## config.mk

```make
export PLATFORM = sky130hd
export DESIGN_NAME = instr_fetch_queue_flat
export DESIGN_NICKNAME = d
export VERILOG_FILES = /design/src/rtl/instr_fetch_queue_if.sv /design/src/rtl/instr_fetch_queue.sv /design/src/flat_wrapper.sv
export SDC_FILE = /design/constraint.sdc
export NUM_CORES = 1
export LEC_CHECK = 0
export ABC_AREA = 0
export BUFFER_PORTS_ARGS = -buffer_cell sky130_fd_sc_hd__buf_2
export CAP_MARGIN = 25
export CORE_ASPECT_RATIO = 1.75
export CORE_MARGIN = 2
export CORE_UTILIZATION = 30
export DETAILED_ROUTE_END_ITERATION = 10
export GPL_TIMING_DRIVEN = 0
export PLACE_DENSITY_LB_ADDON = 0.3
export SYNTH_ARGS = -nofsm -noshare
export SYNTH_HDL_FRONTEND = slang
export SYNTH_SLANG_ARGS = --single-unit
```

## constraint.sdc

```tcl
create_clock -name clk -period 2 [get_ports clk]
set_clock_uncertainty 0.05 [all_clocks]
set_input_delay 0 -clock clk [delete_from_list [all_inputs] [get_ports clk]]
set_output_delay 0 -clock clk [all_outputs]
set_load 0.01 [all_outputs]
```

## src/rtl/instr_fetch_queue_if.sv

```systemverilog
// Output stream from the fetch queue to the operand-read stage.
// The master side presents the head instruction; the slave side accepts it with out_ready.
interface instr_fetch_queue_if #(
  parameter int PC_W = 5
);
  logic            out_valid;
  logic            out_ready;
  logic            out_op;
  logic [4:0]      out_src0;
  logic [4:0]      out_src1;
  logic [4:0]      out_dst;
  logic [PC_W-1:0] out_pc;

  modport master (
    output out_valid, out_op, out_src0, out_src1, out_dst, out_pc,
    input  out_ready
  );

  modport slave (
    input  out_valid, out_op, out_src0, out_src1, out_dst, out_pc,
    output out_ready
  );
endinterface

```

## src/rtl/instr_fetch_queue.sv

```systemverilog
// Instruction fetch stage: drives the imem address from the PC and buffers fetched
// instructions in a small circular FIFO with a valid/ready output and flush/redirect.
module instr_fetch_queue #(
  parameter int DEPTH = 4,
  parameter int PC_W  = 5
) (
  input  logic                   clk,
  input  logic                   rst,
  input  logic                   fetch_en,
  input  logic                   flush,
  input  logic [PC_W-1:0]        flush_pc,
  output logic [PC_W-1:0]        imem_address,
  input  logic                   imem_op,
  input  logic [4:0]             imem_src0,
  input  logic [4:0]             imem_src1,
  input  logic [4:0]             imem_dst,
  output logic [$clog2(DEPTH):0] level,
  instr_fetch_queue_if.master    deq
);
  localparam int AW = $clog2(DEPTH);
  localparam int CW = AW + 1;
  localparam int EW = 16 + PC_W;

  logic [EW-1:0]   mem [DEPTH];
  logic [AW-1:0]   rd_ptr_reg;
  logic [AW-1:0]   wr_ptr_reg;
  logic [CW-1:0]   count_reg;
  logic [PC_W-1:0] pc_reg;
  logic            push;
  logic            pop;
  logic [EW-1:0]   head;

  assign pop  = deq.out_valid && deq.out_ready;
  // A full queue can still accept a new instruction when the head leaves this cycle.
  assign push = fetch_en && !flush && ((count_reg != CW'(DEPTH)) || pop);

  always_ff @(posedge clk) begin
    if (!rst) begin
      pc_reg     <= '0;
      count_reg  <= '0;
      rd_ptr_reg <= '0;
      wr_ptr_reg <= '0;
    end else if (flush) begin
      pc_reg     <= flush_pc;
      count_reg  <= '0;
      rd_ptr_reg <= '0;
      wr_ptr_reg <= '0;
    end else begin
      if (push) begin
        wr_ptr_reg <= wr_ptr_reg + AW'(1);
        pc_reg     <= pc_reg + PC_W'(1);
      end
      if (pop) begin
        rd_ptr_reg <= rd_ptr_reg + AW'(1);
      end
      count_reg <= count_reg + CW'(push) - CW'(pop);
    end
  end

  // Storage needs no reset: count_reg alone decides which entries are meaningful.
  always_ff @(posedge clk) begin
    if (rst && push) begin
      mem[wr_ptr_reg] <= {imem_op, imem_src0, imem_src1, imem_dst, pc_reg};
    end
  end

  assign head          = mem[rd_ptr_reg];
  assign imem_address  = pc_reg;
  assign level         = count_reg;
  assign deq.out_valid = (count_reg != '0);
  assign deq.out_op    = head[EW-1];
  assign deq.out_src0  = head[EW-2 -: 5];
  assign deq.out_src1  = head[EW-7 -: 5];
  assign deq.out_dst   = head[EW-12 -: 5];
  assign deq.out_pc    = head[PC_W-1:0];
endmodule
```

## src/flat_wrapper.sv

```systemverilog
// flat-port wrapper written by rule: the top's interface ports become plain ports
module instr_fetch_queue_flat 
#(
  parameter int DEPTH = 4,
  parameter int PC_W  = 5
)
  (clk, rst, fetch_en, flush, flush_pc, imem_address, imem_op, imem_src0, imem_src1, imem_dst, level, deq_out_valid, deq_out_op, deq_out_src0, deq_out_src1, deq_out_dst, deq_out_pc, deq_out_ready);
  instr_fetch_queue_if #(.PC_W(PC_W)) deq_i ();
  input  logic clk;
  input  logic rst;
  input  logic fetch_en;
  input  logic flush;
  input  logic [PC_W-1:0] flush_pc;
  output logic [PC_W-1:0] imem_address;
  input  logic imem_op;
  input  logic [4:0] imem_src0;
  input  logic [4:0] imem_src1;
  input  logic [4:0] imem_dst;
  output logic [$clog2(DEPTH):0] level;
  output wire logic [$bits(deq_i.out_valid)-1:0] deq_out_valid;
  output wire logic [$bits(deq_i.out_op)-1:0] deq_out_op;
  output wire logic [$bits(deq_i.out_src0)-1:0] deq_out_src0;
  output wire logic [$bits(deq_i.out_src1)-1:0] deq_out_src1;
  output wire logic [$bits(deq_i.out_dst)-1:0] deq_out_dst;
  output wire logic [$bits(deq_i.out_pc)-1:0] deq_out_pc;
  input wire logic [$bits(deq_i.out_ready)-1:0] deq_out_ready;
  assign deq_out_valid = deq_i.out_valid;
  assign deq_out_op = deq_i.out_op;
  assign deq_out_src0 = deq_i.out_src0;
  assign deq_out_src1 = deq_i.out_src1;
  assign deq_out_dst = deq_i.out_dst;
  assign deq_out_pc = deq_i.out_pc;
  assign deq_i.out_ready = deq_out_ready;
  instr_fetch_queue #(.DEPTH(DEPTH), .PC_W(PC_W)) u_core (.clk(clk), .rst(rst), .fetch_en(fetch_en), .flush(flush), .flush_pc(flush_pc), .imem_address(imem_address), .imem_op(imem_op), .imem_src0(imem_src0), .imem_src1(imem_src1), .imem_dst(imem_dst), .level(level), .deq(deq_i));
endmodule
```

==> results of run 1 <==
==> what timing repair did <==
action / in CTS / in global routing
endpoints found under the setup margin: 69 / 15
endpoints found under the hold margin: 71 / 0
pin swaps: 7 / 1
buffers inserted: 9 / 0
hold buffers: 25 / 0
gates resized for setup: 7 / 3
==> per-layer routing <==
metal  track usage (%)  vias up  wire, µm
met4              4.55        0       127
met3              3.30       10       359
met1              13.0     1039      2700
li1                  -      984         -
met5                 0        -         0
met2              21.5       51      4210
==> layout make-up <==
cell class,instances,area share (%)
Buffer,4,0.352
Clock buffer,14,5.10
Sequential cell,98,56.5
Inverter,7,0.578
Tap cell,168,4.22
Clock inverter,2,0.251
Timing Repair Buffer,93,13.4
Multi-Input combinational cell,82,19.6
==> logic make-up after synthesis <==
| logic type | synth area share, % |
|---|---|
| flops | 74.5 |
| mux | 12.6 |
| buf+inv | 1.36 |
| fa+ha+maj | 2.86 |
| xor+xnor | 0.698 |
| compound gates | 3.42 |
| simple gates | 4.62 |
==> cells in the mapped netlist <==
cell / instances
o31a_2: 1
xnor2_1: 1
nor3_1: 2
a31oi_1: 4
a211oi_1: 1
buf_2: 2
nand4_1: 2
ha_1: 7
or4b_4: 1
a211oi_2: 1
nor2_1: 7
edfxtp_1: 84
fa_1: 1
nor2b_1: 1
clkbuf_1: 2
o311ai_0: 1
dfxtp_1: 14
nor4b_2: 1
nand3_1: 2
or3_2: 3
and3_1: 4
and2_1: 2
xor2_1: 2
a21oi_1: 2
clkinv_1: 1
o21ai_0: 11
or3_1: 2
nand2_1: 2
mux4_2: 21
buf_4: 1
inv_1: 6
==> worst max-delay path, delay by kind of cell, from the launching register on <==
family	cells	cell delay [ps]
buffers and inverters	2	80
AND/OR/NAND/NOR	2	200
XOR/XNOR	1	170
flip-flops	1	360
adder cells (fa/ha/maj)	3	660
AO/OA/AOI/OAI	1	360
==> metrics by stage <==
step,TNS [ps],area [µm²],power [mW],util [%]
after detailed placement,-9040,4370,2.58,35.3
after floorplan,-8.17,3810,2.46,-
after global placement,-36830,4300,2.56,34.8
after global routing,-79.3,4980,4.30,40.3
after CTS,-18.3,4970,4.17,40.2
final,0,4980,4.12,40.3
==> power by group through the flow <==
| stage | Sequential [mW] | Combinational (mW) | Clock [mW] |
|---|---|---|---|
| after global routing | 2.29 | 0.344 | 1.67 |
| final | 2.28 | 0.311 | 1.53 |
| after CTS | 2.28 | 0.312 | 1.58 |
| after global placement | 2.33 | 0.236 | 0 |
| after floorplan | 2.33 | 0.132 | 0 |
| after detailed placement | 2.33 | 0.247 | 0 |
==> worst max-delay path by stage <==
| stage | cells past startpoint | start | endpoint | slack [ps] |
|---|---|---|---|---|
| final | 9 | u_core.level[2] | u_core.level[2] | 1 |
| after global routing | 9 | u_core.level[2] | u_core.level[2] | -80 |
| after CTS | 9 | u_core.level[2] | u_core.level[2] | -20 |
| after detailed placement | 5 | u_core.level[2] | u_core.mem[1][20] | -260 |
| after global placement | 4 | u_core.level[2] | u_core.mem[1][17] | -450 |
| after floorplan | 9 | u_core.level[0] | u_core.level[2] | -8 |
==> summary.md, run 1 <==
| Metric | Value |
|---|---|
| Placed Cells incl. Taps | 419 |
| Synth-to-layout area growth | 32.2% |
| Worst r2r src | u_core.level[2] |
| PortBufs | 55 |
| Library cells used by synthesis | 31 |
| Seq/Total Area, Yosys | 74.5% |
| Max-Slew Margin vs Limit | 52.6% |
| CTS tree | yes |
| Min-Delay Path Class | input port to register |
| Max Cap Viol | 0 |
| # setup viols final | 0 |
| I/O pins | 56 |
| CP max-delay cell | dfxtp_4 |
| Clock sinks | 98 |
| Slew Limit Fails | 0 |
| Status | finished, final reports clean |
| Worst flop-to-flop path endpoint | u_core.level[2] |
| Number of global-route vias before repair | 2315 |
| Hold slack | 130 ps |
| Startpoint Class | register |
| Chip Height | 152 µm |
| Synth Warn # | 0 |
| Max reg flops | 84 |
| Vias per inst | 4.45 |
| Comb power frac | 7.5% |
| Fill count | 1151 |
| Clock Power Share | 37.1% |
| Crit-path max cell delay | 360 ps |
| Global-route wire length before repair | 11900 µm |
| Via count | 2084 |
| Most frequent cells in the layout | 84 x edfxtp_1, 57 x buf_2, 25 x dlygate4sd3_1, 21 x mux4_2 |
| Worst Setup End Kind | register |
| Hold Path End | u_core.rd_ptr_reg[1] |
| Worst slew pin tran | 711 ps |
| Largest reg by FF count | u_core.mem |
| Number of CTS-inserted buffers | 9 |
| Hold Crit Depth | 4 |
| Tmin final | 2000 ps |
| Final GP Congestion | 0.742 |
| #FFs+latches synth | 98 |
| Crit path top cell by count | ha_4 |
| Sw frac | 20.1% |
| P_int | 3.29 mW |
| Largest net degree at the start of global routing | 15 |
| Pre-CTS setup slack | -265 ps |
| WL/cell | 15.8 µm |
| Clock root buffer | clkbuf_16 |
| Area leader, netlist | edfxtp_1 |
| Remaining DRCs | 0 |
| Synth top area share | 67.0% |
| Initial antenna violation count | 0 |
| Post-Route WL | 7390 µm |
| Layout cells sized above 1 | 41.3% |
| Syn Std Cell Area | 3760 µm² |
| RSZ-0062 raised after global routing | true |
| Part of the power in registers | 55.4% |
| H-tree depth | 3 |
| Pwr dens | 829 nW/µm² |
| Post-route setup slack | 1.21 ps |
| Die area | 13500 µm² |
| GRT Overall Usage | 12.0% |
| Fin cells | 468 |
| Core area | 12400 µm² |
| DRT antenna net count | 0 |
| Critical path class | register to register |
| R2R Setup Slk | 1 ps |
| Cells after Synth | 192 |
| FF+latch area | 2810 µm² |
| R2R cell count | 9 |
| Syn avg cell area | 19.6 µm² |
| Post-synth net total | 226 |
| CP Cell Sequence | o31a_4 -> ha_4 -> inv_4 -> ha_4 -> inv_2 -> fa_2 -> xor2_1 -> and2_1 -> nor3_2 |
| Row count | 54 |
| Worst EP required | 2160 ps |
| CTS Buffer Depth | 2 |
| Starting Density | 30.4% |
| Crit path DAT | 2160 ps |
| Drt first pass iters | 4 |
| Leakage power | 1.72 nW |
| DRT iter0 DRCs | 110 |
| Area of the multi-input gates | 975 µm² |
| Switching pwr | 830 µW |
| Maximum clock rate | 500 MHz |
| HP Start | deq_out_ready |
| Ranking of synthesized cells by area | edfxtp_1 67%, mux4_2 13%, dfxtp_1 7.4% |
| Nets | 329 |
| Reg clk slew, reported paths | 60 ps |
| Maximum VDD drop | 417 µV |
| Final hold vios | 0 |
| Commonest non-fill, non-tap cell in the layout | edfxtp_1 |
| Worst-Skew Late Latency | 330 ps |
| Ant. Diodes | 0 |
| Final Cycle Share | 99.9% |
| Grt total ovfl | 0 |
| CP Max Fanout | 4 |
| Die X | 88.7 µm |
| Hpwl dp | 5060 µm |
Note: power is estimated with default switching activity, not from simulation.
==> run 2, diff against run 1 <==
--- a/config.mk
+++ b/config.mk
@@ -5,12 +5,13 @@
 export SDC_FILE = /design/constraint.sdc
 export NUM_CORES = 1
 export LEC_CHECK = 0
-export ABC_AREA = 0
+export ABC_AREA = 1
 export BUFFER_PORTS_ARGS = -buffer_cell sky130_fd_sc_hd__buf_2
 export CAP_MARGIN = 25
 export CORE_ASPECT_RATIO = 1.75
 export CORE_MARGIN = 2
 export CORE_UTILIZATION = 30
+export CTS_BUF_LIST = sky130_fd_sc_hd__clkbuf_2
 export DETAILED_ROUTE_END_ITERATION = 10
 export GPL_TIMING_DRIVEN = 0
 export PLACE_DENSITY_LB_ADDON = 0.3
==> run 2 against run 1 <==
Compared with the run above:
- the run now ends with setup timing left
- count of clock-buffer cells in the layout fell by 5
- cell count rose by 30%
- critical path depth increased by 1
- register-to-register slack got worse by 70 ps
- synthesized cell count is 66% higher
- worst hold slack got worse by 42 ps
- critical path type unchanged
- global-route usage is 1.6 points higher
- via count is 32% higher
==> summary.md, run 2 <==
| Metric | Value |
|---|---|
| Reg clk slew, reported paths | 270 ps (+210 ps) |
| Predominant post-synthesis flop cell | edfxtp_1 |
| GRT Overall Usage | 13.6% (+1.6 points) |
| Cells after Synth | 319 (+66%) |
| Clock root buffer | clkbuf_2 |
| #FFs+latches synth | 98 (unchanged) |
| Commonest non-fill, non-tap cell in the layout | edfxtp_1 |
| Final hold vios | 0 (unchanged) |
| Area leader, netlist | edfxtp_1 |
| Buffers & Inverters on Critical Path | 2 (unchanged) |
| Post-synth net total | 353 (+56%) |
| R2R cell count | 10 (+1) |
| Final Cycle Share | 103% (+3.4 points) |
| Compound-Gate Fraction of Synth Area | 10.5% (+7.1 points) |
| P_int | 2.61 mW (-21%) |
| Seq/Total Area, Yosys | 71.0% (-3.5 points) |
| Most common cell in the netlist | edfxtp_1 |
| Post-route setup slack | -66.6 ps (-67.8 ps) |
| Tmin final | 2070 ps (+67.8 ps) |
| Worst Setup End Kind | register |
| Crit-path max cell delay | 400 ps (+40 ps) |
| Clock sinks | 98 (unchanged) |
| Ranking of synthesized cells by area | edfxtp_1 64%, dfxtp_1 7.1%, o21ai_0 5.5% |
| Slew Limit Fails | 0 (unchanged) |
| Initial antenna violation count | 1 (+1) |
| H-tree depth | 3 (unchanged) |
| Sw frac | 25.8% (+5.7 points) |
| Global-route wire length before repair | 14700 µm (+23%) |
| RSZ-0062 raised after global routing | true |
| I/O pins | 56 (unchanged) |
| Number of global-route vias before repair | 2954 (+28%) |
| Clock Power Share | 24.4% (-13 points) |
| Part of the power in registers | 64.9% (+9.5 points) |
| Row count | 55 (+1.9%) |
| Crit path DAT | 2550 ps (+390 ps) |
| Adder-cell share of the synthesized area | 2.73% (-0.13 points) |
| Min-Delay Path Class | input port to register |
| Hold Crit Depth | 2 (-2) |
| Layout cells sized above 1 | 29.2% (-12 points) |
| DRT antenna net count | 0 (unchanged) |
| Async set-reset flop share out of synthesis | 0% (unchanged) |
| Comb power frac | 10.6% (+3.1 points) |
| CP Max Fanout | 3 (-1) |
| Max-Slew Margin vs Limit | 74.8% (+22 points) |
| CP max-delay cell | dfxtp_2 |
| Vias per inst | 4.52 (+1.6%) |
| Area of the multi-input gates | 1050 µm² (+7.6%) |
| Top Family by Delay on Critical Path | adder cells |
| Pwr dens | 679 nW/µm² (-18%) |
| DRT iter0 DRCs | 174 (+58%) |
| Most frequent cells in the layout | 84 x edfxtp_1, 56 x buf_2, 51 x nor2_1, 41 x o21ai_0, 32 x dlygate4sd3_1 |
| Starting Density | 30.7% (+0.24 points) |
| Worst-Skew Late Latency | 580 ps (+250 ps) |
| XOR/XNOR Fraction of Synth Area | 0.222% (-0.48 points) |
| # setup viols final | 1 (+1) |
| PortBufs | 54 (-1.8%) |
| Pre-CTS setup slack | -266 ps (-1.31 ps) |
| Synth top area share | 63.9% (-3.1 points) |
| Critical path class | register to register |
| WP depth | 10 (+1) |
| Die X | 90.7 µm (+2.3%) |
| Area after DPL | 4540 µm² (+4.0%) |
| Largest net degree at the start of global routing | 18 (+3) |
| Library cells used by synthesis | 26 (-16%) |
| Post-Route WL | 9140 µm (+24%) |
| Syn Std Cell Area | 3950 µm² (+4.9%) |
| Final Instance Area | 5180 µm² (+4.0%) |
| Grt total ovfl | 0 (unchanged) |
| Nets | 464 (+41%) |
| Max reg flops | 84 (unchanged) |
| Failing checks | setup timing |
| Final GP Congestion | 0.727 (-2.1%) |
| CTS Buffer Depth | 2 (unchanged) |
| Core area | 12900 µm² (+4.1%) |
| Chip Height | 156 µm (+2.3%) |
| Simple-Gate Fraction of Synth Area | 11.4% (+6.8 points) |
| WL/cell | 15.1 µm (-4.7%) |
| Post-synth EDFFs | 84 (unchanged) |
| Worst slew pin tran | 378 ps (-333 ps) |
| Startpoint Class | register |
| Maximum clock rate | 484 MHz (-3.3%) |
| Largest family of logic cells by synthesized area | simple AND/OR/NAND/NOR gates |
| Number of CTS-inserted buffers | 9 (unchanged) |
| Via count | 2745 (+32%) |
| Largest reg by FF count | u_core.mem |
| Drt first pass iters | 4 (unchanged) |
| Leakage power | 1.94 nW (+13%) |
| Worst EP required | 2490 ps (+330 ps) |
| Max Cap Viol | 0 (unchanged) |
| Mux cell area share after synthesis | 0% (-13 points) |
| Maximum VDD drop | 313 µV (-25%) |
| Remaining DRCs | 0 (unchanged) |
| Fill count | 1239 (+7.6%) |
| Syn avg cell area | 12.4 µm² (-37%) |
| Status | complete, but fails checks |
| Synth Warn # | 0 (unchanged) |
| Hpwl dp | 6100 µm (+21%) |
| Synth-to-layout area growth | 31.2% |
| Switching pwr | 907 µW (+9.4%) |
| Die area | 14100 µm² (+4.7%) |
| FF+latch area | 2810 µm² (about the same) |
| CTS tree | yes |
| CP Cell Sequence | nor2_4 -> a21boi_4 -> ha_1 -> inv_1 -> ha_1 -> inv_1 -> fa_2 -> xnor2_1 -> or2_2 -> a21oi_2 |
| Synth top cells by count | 84 x edfxtp_1, 55 x nor2_1, 43 x o21ai_0, 26 x nand2_1, 21 x o22ai_1 |
==> run 2: metal layers <==
layer | vias to the layer above | GRT usage, % | share of wire, % | wire length, µm
li1 | 1351 | - | - | -
met1 | 1318 | 13.9 | 37 | 3430
met2 | 65 | 26.3 | 57 | 5170
met3 | 11 | 3.09 | 4.6 | 416
met4 | 0 | 5.64 | 1.4 | 131
met5 | - | 0 | 0 | 0
==> run 2: stage by stage <==
stage          power, mW  instances  util [%]  hold slack (ps)  TNS, ps
6_report            3.52        607      40.2             88.1    -66.6
3_3_place_gp        2.60        544      34.5              161   -78530
4_1_cts             3.53        599      39.0             61.8    -6000
2_1_floorplan       2.49        319         -             47.6    -9280
5_1_grt             3.67        607      40.2             49.2     -170
3_5_place_dp        2.62        548      35.3              170    -1890
==> run 2: cell families after synthesis <==
group           after synthesis
buf+inv                      37
flops                        98
simple gates                101
fa+ha+maj                     8
compound gates               74
xor+xnor                      1
==> run 2: cell type report <==
class                   count  area share [%]
plain buffers              14            2.34
diodes                      1          0.0483
well taps                 171            4.13
repair buffers            100            15.2
inverters                  23            1.81
multi-input cells         184            20.3
clock buffers               9           0.870
flip-flops and latches     98            54.3
clock inverters             7            1.01
==> run 2: path summary, 6_finish.rpt <==
kind                          startpoint                to  slack [ps]
setup / recovery         u_core.level[0]   u_core.level[2]         -70
hold / removal               imem_dst[3]  u_core.mem[3][8]          90
setup reg to reg         u_core.level[0]   u_core.level[2]         -70
hold reg to reg   u_core.imem_address[1]  u_core.mem[2][1]         510
==> run 2: what timing repair did <==
item	in CTS	in global routing
pin swaps	1	9
buffers inserted	3	7
setup endpoints to repair	75	82
hold buffers	32	0
hold endpoints to repair	86	0
cloned	0	0
gates resized for setup	12	30
==> run 2: power groups by stage <==
stage               Combinational, mW  Sequential (mW)  Clock (mW)
CTS                             0.360             2.28       0.887
finish                          0.374             2.28       0.859
floorplan                       0.158             2.33           0
detailed placement              0.291             2.33           0
global route                    0.416             2.29       0.966
global placement                0.275             2.33           0
==> run 3, diff against run 2 <==
--- a/config.mk
+++ b/config.mk
@@ -14,7 +14,7 @@
 export CTS_BUF_LIST = sky130_fd_sc_hd__clkbuf_2
 export DETAILED_ROUTE_END_ITERATION = 10
 export GPL_TIMING_DRIVEN = 0
-export PLACE_DENSITY_LB_ADDON = 0.3
+export PLACE_DENSITY = 0.5
 export SYNTH_ARGS = -nofsm -noshare
 export SYNTH_HDL_FRONTEND = slang
 export SYNTH_SLANG_ARGS = --single-unit
==> run 3 against run 2 <==
Compared with the run above:
- the flow still finishes with violations (setup timing)
- highest routed layer unchanged
- power grew 0.90%
- routed wire length down 0.57%
- critical path type unchanged
- combinational power is 2% lower
- worst setup slack worse by 20 ps
- die area is the same
==> summary.md, run 3 (synthesis results as in run 2) <==
| Metric | Value |
|---|---|
| Status | complete, but fails checks |
| Failing checks | setup timing |
| H-tree depth | 3 (unchanged) |
| RSZ-0062 raised after global routing | true |
| DRT iter0 DRCs | 137 (-21%) |
| Core area | 12900 µm² (unchanged) |
| CTS Buffer Depth | 2 (unchanged) |
| Grt total ovfl | 0 (unchanged) |
| Post-Route WL | 9090 µm (-0.57%) |
| CP max-delay cell | dfxtp_2 |
| Synth-to-layout area growth | 29.8% |
| Clock root buffer | clkbuf_2 |
| Final GP Congestion | 0.732 (+0.77%) |
| Maximum VDD drop | 251 µV (-20%) |
| Worst EP required | 2450 ps (-40 ps) |
| Chip Height | 156 µm (unchanged) |
| Crit path DAT | 2540 ps (about the same) |
| Worst-Skew Late Latency | 550 ps (-30 ps) |
| Worst Setup End Kind | register |
| Initial antenna violation count | 1 (unchanged) |
| Fill count | 1243 (+0.32%) |
| Slew Limit Fails | 0 (unchanged) |
| CP Max Fanout | 3 (unchanged) |
| Area after DPL | 4530 µm² (-0.28%) |
| Global-route wire length before repair | 14300 µm (-2.5%) |
| CP Cell Sequence | nor2_4 -> a21boi_4 -> ha_1 -> inv_1 -> ha_1 -> inv_1 -> fa_2 -> xnor2_1 -> or2_2 -> a21oi_1 |
| Final hold vios | 0 (unchanged) |
| Drt first pass iters | 4 (unchanged) |
| Final Cycle Share | 104% (+1.0 points) |
| DRT antenna net count | 0 (unchanged) |
| I/O pins | 56 (unchanged) |
| Worst slew pin tran | 361 ps (-17.0 ps) |
| Layout cells sized above 1 | 27.8% (-1.4 points) |
| WL/cell | 15.0 µm (about the same) |
| Top Family by Delay on Critical Path | adder cells |
| Clock sinks | 98 (unchanged) |
| Pwr dens | 692 nW/µm² (+2.0%) |
| Min-Delay Path Class | input port to register |
| Row count | 55 (unchanged) |
| Max-Slew Margin vs Limit | 75.9% (+1.1 points) |
| Post-route setup slack | -86.7 ps (-20.1 ps) |
| Hold slack | 134 ps (+45.6 ps) |
| Maximum clock rate | 479 MHz (-0.96%) |
| Most frequent cells in the layout | 84 x edfxtp_1, 59 x buf_2, 51 x nor2_1, 41 x o21ai_0, 31 x dlygate4sd3_1 |
| Buffers & Inverters on Critical Path | 2 (unchanged) |
| Remaining DRCs | 0 (unchanged) |
| Largest reg by FF count | u_core.mem |
| Nets | 462 (-0.43%) |
| Die X | 90.7 µm (unchanged) |
| Die area | 14100 µm² (unchanged) |
| Tmin final | 2090 ps (+20.1 ps) |
| Number of CTS-inserted buffers | 9 (unchanged) |
| Critical path class | register to register |
| PortBufs | 54 (unchanged) |
| Vias per inst | 4.57 (+1.2%) |
| Final Instance Area | 5120 µm² (-1.0%) |
| Reg clk slew, reported paths | 230 ps (-40 ps) |
| Commonest non-fill, non-tap cell in the layout | edfxtp_1 |
| GRT Overall Usage | 13.5% (-0.12 points) |
| Crit-path max cell delay | 390 ps (about the same) |
| Max reg flops | 84 (unchanged) |
| # setup viols final | 1 (unchanged) |
| Final core occ | 39.8% (-0.42 points) |
| Leakage power | 1.93 nW (-0.55%) |
| Max Cap Viol | 0 (unchanged) |
| Startpoint Class | register |
| Largest net degree at the start of global routing | 15 (-3) |
| Via count | 2763 (+0.66%) |
| Number of global-route vias before repair | 2728 (-7.7%) |
| Hpwl dp | 6000 µm (-1.8%) |
| Starting Density | 30.7% (unchanged) |
| CTS tree | yes |
==> run 3: metal layers <==
layer | GRT usage, % | up-vias | part of all wire [%]
met5 | 0 | - | 0
met4 | 7.11 | 0 | 2.0
met2 | 24.7 | 66 | 54
met1 | 14.6 | 1337 | 40
li1 | - | 1351 | -
met3 | 2.56 | 9 | 3.9
==> run 3: repair_timing <==
item	in CTS	in global routing
pin swaps	6	3
gates resized for setup	15	12
hold endpoints to repair	78	0
setup buffers	8	1
hold buffers	31	0
endpoints found under the setup margin	71	8
==> run 3: path summary, 6_finish.rpt <==
path / end / start / slack, ps / depth (start not counted)
setup reg to reg: u_core.level[2] / u_core.level[0] / -90 / 10
hold / removal: u_core.mem[0][5] / imem_dst[0] / 130 / 2
setup / recovery: u_core.level[2] / u_core.level[0] / -90 / 10
hold reg to reg: register / u_core.rd_ptr_reg[0] / 480 / 2
==> run 3: metrics by stage <==
stage / instances / setup slack, ps / TNS, ps / power [mW]
6_report: 604 / -86.7 / -86.7 / 3.55
5_1_grt: 604 / -190 / -190 / 3.69
4_1_cts: 602 / -134 / -134 / 3.58
3_5_place_dp: 548 / -230 / -4700 / 2.62
3_3_place_gp: 544 / -1050 / -84080 / 2.60
2_1_floorplan: 319 / -110 / -9280 / 2.49
==> run 3: area by class of cell <==
class	count	area (µm²)	area share (%)
flip-flops and latches	98	2810	54.9
multi-input cells	184	1020	20.0
repair buffers	98	783	15.3
well taps	171	214	4.18
plain buffers	14	95.1	1.86
inverters	23	91.3	1.78
clock buffers	12	60.1	1.17
clock inverters	3	41.3	0.806
diodes	1	2.50	0.0488
==> run 3: report_power, final <==
group | internal [mW] | switching, mW | leakage (nW)
sequential | 2.25 | 0.0298 | 0.876
clock | 0.293 | 0.603 | 0.0657
combinational | 0.177 | 0.190 | 0.987
